`src/rtl/blink_pkg.sv`:
```
// Shared constants for the LED blink link.
// Used by both ends: the blink generator that toggles the LED line and
// blink_period_meter, which measures it on the receiving side.
//   meter_state_t        : meter FSM encoding (ST_IDLE / ST_MEASURE)
//   CLK_HZ               : system clock frequency
//   BLINK_TOGGLE_CYCLES  : clk cycles between generator toggles (1 Hz blink)
package blink_pkg;

  typedef enum logic {
    ST_IDLE    = 1'b0,
    ST_MEASURE = 1'b1
  } meter_state_t;

  localparam int unsigned CLK_HZ              = 100_000_000;
  localparam int unsigned BLINK_TOGGLE_CYCLES = CLK_HZ / 2;

endpackage

```
`src/rtl/sync_edge_det.sv`:
```
// Synchroniser plus edge detector for a slow asynchronous 1-bit input.
// Ports:
//   clk, rst  : clock, asynchronous active-high reset
//   async_in  : input asynchronous to clk
//   level     : synchronised level (last synchroniser stage)
//   rise/fall : combinational single-cycle edge strobes derived from level
// async_in reaches level after SYNC_STAGES clk edges; an edge strobe is
// therefore consumed by a downstream register on edge SYNC_STAGES+1.
module sync_edge_det #(
  parameter int SYNC_STAGES = 2
) (
  input  logic clk,
  input  logic rst,
  input  logic async_in,
  output logic level,
  output logic rise,
  output logic fall
);

  if (SYNC_STAGES < 2) begin : g_bad_stages
    $error("sync_edge_det: SYNC_STAGES must be at least 2");
  end

  logic [SYNC_STAGES-1:0] sync_q;
  logic                   prev_q;

  always_ff @(posedge clk or posedge rst) begin
    if (rst) begin
      sync_q <= '0;
      prev_q <= 1'b0;
    end else begin
      sync_q <= {sync_q[SYNC_STAGES-2:0], async_in};
      prev_q <= sync_q[SYNC_STAGES-1];
    end
  end

  assign level = sync_q[SYNC_STAGES-1];
  assign rise  = level & ~prev_q;
  assign fall  = ~level & prev_q;

endmodule

```
`src/rtl/blink_period_meter.sv`:
```
// Measures period and high time of a slow periodic signal (e.g. a blinking
// LED line) in clk cycles; one report per full signal cycle.
// Ports:
//   clk, rst   : clock, asynchronous active-high reset
//   sig_in     : measured signal, asynchronous to clk
//   period     : clk cycles between the last two accepted rising edges
//   high_time  : clk cycles the signal was high within that period
//   valid      : one-cycle strobe, period/high_time updated this cycle
//   no_signal  : 1 = no measurement yet, or TIMEOUT cycles without a rise
//   meas_cnt   : count of accepted measurements (wraps)
// Handshake: valid is a pure strobe with no back-pressure; the consumer must
// capture period/high_time on the cycle valid is high (they stay stable
// until the next valid or a timeout clears them).
// The first rise after reset or timeout only arms the meter; every later
// rise closes one period. cnt is cleared on a rise and never exceeds
// TIMEOUT, so neither counter can overflow.
module blink_period_meter
  import blink_pkg::*;
#(
  parameter int          CNT_W       = 32,
  parameter int unsigned TIMEOUT     = 32'd249_999_999,
  parameter int          SYNC_STAGES = 2
) (
  input  logic             clk,
  input  logic             rst,
  input  logic             sig_in,
  output logic [CNT_W-1:0] period,
  output logic [CNT_W-1:0] high_time,
  output logic             valid,
  output logic             no_signal,
  output logic [15:0]      meas_cnt
);

  // A period of TIMEOUT+1 is reportable, so it must fit in CNT_W bits.
  if ((CNT_W < 33) && ((64'd1 << CNT_W) <= (64'(TIMEOUT) + 64'd1))) begin : g_bad_timeout
    $error("blink_period_meter: TIMEOUT+1 does not fit in CNT_W bits");
  end

  localparam logic [CNT_W-1:0] TIMEOUT_C = CNT_W'(TIMEOUT);
  localparam logic [CNT_W-1:0] ONE_C     = CNT_W'(1);

  logic level;
  logic rise;
  logic unused_fall;

  sync_edge_det #(
    .SYNC_STAGES(SYNC_STAGES)
  ) u_sync (
    .clk     (clk),
    .rst     (rst),
    .async_in(sig_in),
    .level   (level),
    .rise    (rise),
    .fall    (unused_fall)
  );

  meter_state_t     state_q, state_d;
  logic [CNT_W-1:0] cnt_q, cnt_d;
  logic [CNT_W-1:0] hcnt_q, hcnt_d;
  logic [CNT_W-1:0] period_d, high_time_d;
  logic             valid_d, no_signal_d;
  logic [15:0]      meas_cnt_d;

  always_comb begin
    state_d     = state_q;
    cnt_d       = cnt_q;
    hcnt_d      = hcnt_q;
    period_d    = period;
    high_time_d = high_time;
    valid_d     = 1'b0;
    no_signal_d = no_signal;
    meas_cnt_d  = meas_cnt;

    case (state_q)
      ST_IDLE: begin
        cnt_d  = '0;
        hcnt_d = '0;
        if (rise) begin
          // Arm only: the rise cycle itself is the first high cycle.
          state_d = ST_MEASURE;
          hcnt_d  = ONE_C;
        end
      end
      ST_MEASURE: begin
        if (rise) begin
          // cnt counts cycles since the previous rise minus one, hence +1.
          period_d    = cnt_q + ONE_C;
          high_time_d = hcnt_q;
          valid_d     = 1'b1;
          no_signal_d = 1'b0;
          meas_cnt_d  = meas_cnt + 16'd1;
          cnt_d       = '0;
          hcnt_d      = ONE_C;
        end else if (cnt_q == TIMEOUT_C) begin
          state_d     = ST_IDLE;
          no_signal_d = 1'b1;
          period_d    = '0;
          high_time_d = '0;
          cnt_d       = '0;
          hcnt_d      = '0;
        end else begin
          cnt_d  = cnt_q + ONE_C;
          hcnt_d = hcnt_q + CNT_W'(level);
        end
      end
      default: state_d = ST_IDLE;
    endcase
  end

  always_ff @(posedge clk or posedge rst) begin
    if (rst) begin
      state_q   <= ST_IDLE;
      cnt_q     <= '0;
      hcnt_q    <= '0;
      period    <= '0;
      high_time <= '0;
      valid     <= 1'b0;
      no_signal <= 1'b1;
      meas_cnt  <= '0;
    end else begin
      state_q   <= state_d;
      cnt_q     <= cnt_d;
      hcnt_q    <= hcnt_d;
      period    <= period_d;
      high_time <= high_time_d;
      valid     <= valid_d;
      no_signal <= no_signal_d;
      meas_cnt  <= meas_cnt_d;
    end
  end

endmodule

```
`config.mk`:
```
export PLATFORM = sky130hd
export DESIGN_NAME = blink_period_meter
export DESIGN_NICKNAME = d
export VERILOG_FILES = /design/src/rtl/blink_pkg.sv /design/src/rtl/sync_edge_det.sv /design/src/rtl/blink_period_meter.sv
export SDC_FILE = /design/constraint.sdc
export NUM_CORES = 1
export LEC_CHECK = 0
export CAP_MARGIN = 15
export CORE_MARGIN = 1.5
export CORE_UTILIZATION = 57
export DETAILED_ROUTE_END_ITERATION = 10
export DONT_BUFFER_PORTS = 1
export GPL_TIMING_DRIVEN = 0
export PLACE_DENSITY = 0.85
export SLEW_MARGIN = 40
export SYNTH_ARGS = -nofsm -noshare
export SYNTH_HDL_FRONTEND = slang
export SYNTH_HIERARCHICAL = 1
export SYNTH_SLANG_ARGS = --single-unit
```
`constraint.sdc`:
```
create_clock -name clk -period 4.9 [get_ports clk]
set_clock_uncertainty 0.2 [all_clocks]
set_input_delay 0.98 -clock clk [delete_from_list [all_inputs] [get_ports clk]]
set_output_delay 0.98 -clock clk [all_outputs]
set_load 0.02 [all_outputs]
```
==> out/qor.yml <==
run_status:
  status: "finished, final reports clean"
worst_setup_path:
  arrival_ns: 2.86
  critPathKind: "flop to flop"
  required_ns: 5.10
  startpoint_type: "flop"
  crit_family: "simple AND/OR/NAND/NOR gates"
  cp_num_buf_inv: 1
  r2r-start: "cnt_q[0]"
  crit_fanout: 10
  crit_chain: "ha_1, nand3_2, or2_1, nor4_2, o21ai_2, clkbuf_1, o2bb2ai_1"
  cp_slowest_cell: "dfrtp_1"
  reg2reg_depth: 7
  end_kind: "flop"
  r2r_setup_slack_ns: 2.24
  r2r_end: "period[23]"
  slowest_delay_ns: 0.42
power_and_ir_drop:
  p_per_area_nw_per_um2: 392.2
  p_leak_nw: 3.261
  ir_worst_vdd_uv: 222.8
  p_total_mw: 2.840
timing:
  maxSlewViolCount: 0
  rsz0062_at_grt: "no"
  post-route-period-util: 0.5437
  worstMarginPinSlew_ns: 0.7756
  hold_violations: 0
  hold_ws_ns: 0.1653
  slew_headroom: 0.4790
  fin_crit_ns: 2.664
  fin_tns_setup_ns: 0
  fmax_mhz: 375.3
  setup_viol: 0
floorplan:
  die_y_um: 108.4
  initial_core_util: 0.5846
  die_area_um2: 11760
  num_rows: 38
  ioPinCount: 85
  core_area_um2: 10840
  die_w_um: 108.4
clocking:
  clockBufferDepth: 2
  clkSlewWorstSetupHoldPaths_ns: 0.06
  cts_buffers: 17
  cts_setup_buffers: 0
  insertion_delay_ns: 0.53
  tritoncts: "built"
  clkSinkCount: 150
  htreeDepth: 4
  cts-root-buf: "clkbuf_8"
detailed_routing:
  wl_mm: 13.75
  routedWlPerCell_um: 19.34
  postRouteAntennaNets: 0
  drt_iter0_drc: 230
  via_count: 4296
  drc: 0
  dr.pass1.iters: 4
  viasPerCell: 6.042
synthesis:
  syn_nets: 538
  syn_inst: 531
  postSynthAreaPerCell_um2: 11.93
  ys.warnings.count: 6
  syn-cell-area_um2: 6337
placed_design:
  gp_congestion: 0.8222
  dp.final_hpwl_mm: 9.543
  placedInstanceArea_um2: 6680
  io_buffers: 0
final_layout:
  nets: 564
  final_area_um2: 7241
  syn2layout_area_growth_pct: 14.25
  drive_gt1_frac: 0.1158
  fin_util: 0.6679
hold_path:
  hold_path_class: "primary input to async pin"
job:
  max-cap-violations: 0
grt:
  first_global_vias: 4466
  grt-ovfl-total: 0
  grt_max_degree: 26
  grt_usage: 0.2545
  antenna_found_initial: 1
  grt_pass1_wl_mm: 22.53
[metrics by stage]
| step | setup WS (ns) | cells |
|---|---|---|
| 4_1_cts | 2.238 | 710 |
| 5_1_grt | 2.053 | 710 |
| 6_report | 2.236 | 711 |
| 3_3_place_gp | 1.269 | 671 |
| 3_5_place_dp | 2.254 | 677 |
| 2_1_floorplan | 1.874 | 531 |
[layout make-up]
cell class	instances	area [um2]
inverters	12	48.80
plain buffers	23	137.6
well taps	140	175.2
clock buffers	20	435.4
multi-input cells	346	2412
diodes	1	2.502
repair buffers	7	167.7
flip-flops and latches	150	3755
fillers	749	3600
clock inverters	12	106.4
[layout by cell type, fill, tap and decap left out, types with 3 or more instances in the layout]
cell / instances
nor4_4: 4
clkinv_2: 3
nor4_1: 3
xor2_1: 40
nand4_1: 23
inv_1: 11
buf_6: 6
dfrtp_1: 149
ha_1: 4
o2bb2ai_1: 30
xnor2_1: 35
nor4_2: 3
a22o_1: 33
nand3_1: 24
nor3_1: 7
clkbuf_1: 14
nor2_1: 70
and2_1: 5
clkinvlp_4: 8
and3_1: 8
clkbuf_16: 16
nand2_1: 26
buf_16: 5
buf_2: 5
and4_1: 8
[power breakdown]
group          internal, mW  switching (mW)  total [mW]
sequential             1.31           0.146        1.45
combinational        0.0857           0.114       0.199
clock                 0.683           0.503        1.19
total                  2.08           0.763        2.84
[worst reg2reg max path, stage by stage (launching register included)]
cell and delay, ns:
dfrtp_1 0.42, ha_1 0.24, nand3_2 0.16, or2_1 0.31
nor4_2 0.40, o21ai_2 0.26, clkbuf_1 0.34, o2bb2ai_1 0.21
[worst max path at each step]
stage,from,endpoint,slack (ns),cells past startpoint
after floorplan,rst,cnt_q[0],1.87,1
after global placement,rst,period[28],1.27,1
after detailed placement,cnt_q[0],period[23],2.25,7
after CTS,cnt_q[0],period[23],2.24,7
after global routing,cnt_q[0],period[23],2.05,7
final,cnt_q[0],period[23],2.24,7
[repair_timing]
| item | CTS | global route |
|---|---|---|
| hold buffers | 1 | 0 |
| hold endpoints to repair | 3 | 0 |
| gates resized for setup | 0 | 0 |
[routing by layer]
metal | track usage | wire [um] | vias to the layer above
li1 | - | - | 1924
met1 | 0.3199 | 5815 | 2220
met2 | 0.4021 | 6703 | 126
met3 | 0.08559 | 966 | 26
met4 | 0.1100 | 265 | 0
met5 | 0 | 0 | -
[sequential cells by signal, indices dropped and copies added, names as in the netlist]
| name | flops |
|---|---|
| no_signal | 1 |
| state_q | 1 |
| high_time | 32 |
| meas_cnt | 16 |
| cnt_q | 32 |
| u_sync/prev_q | 1 |
| period | 32 |
| hcnt_q | 32 |
| u_sync/sync_q | 2 |
| valid | 1 |
Note: power is estimated with default switching activity, not from simulation.
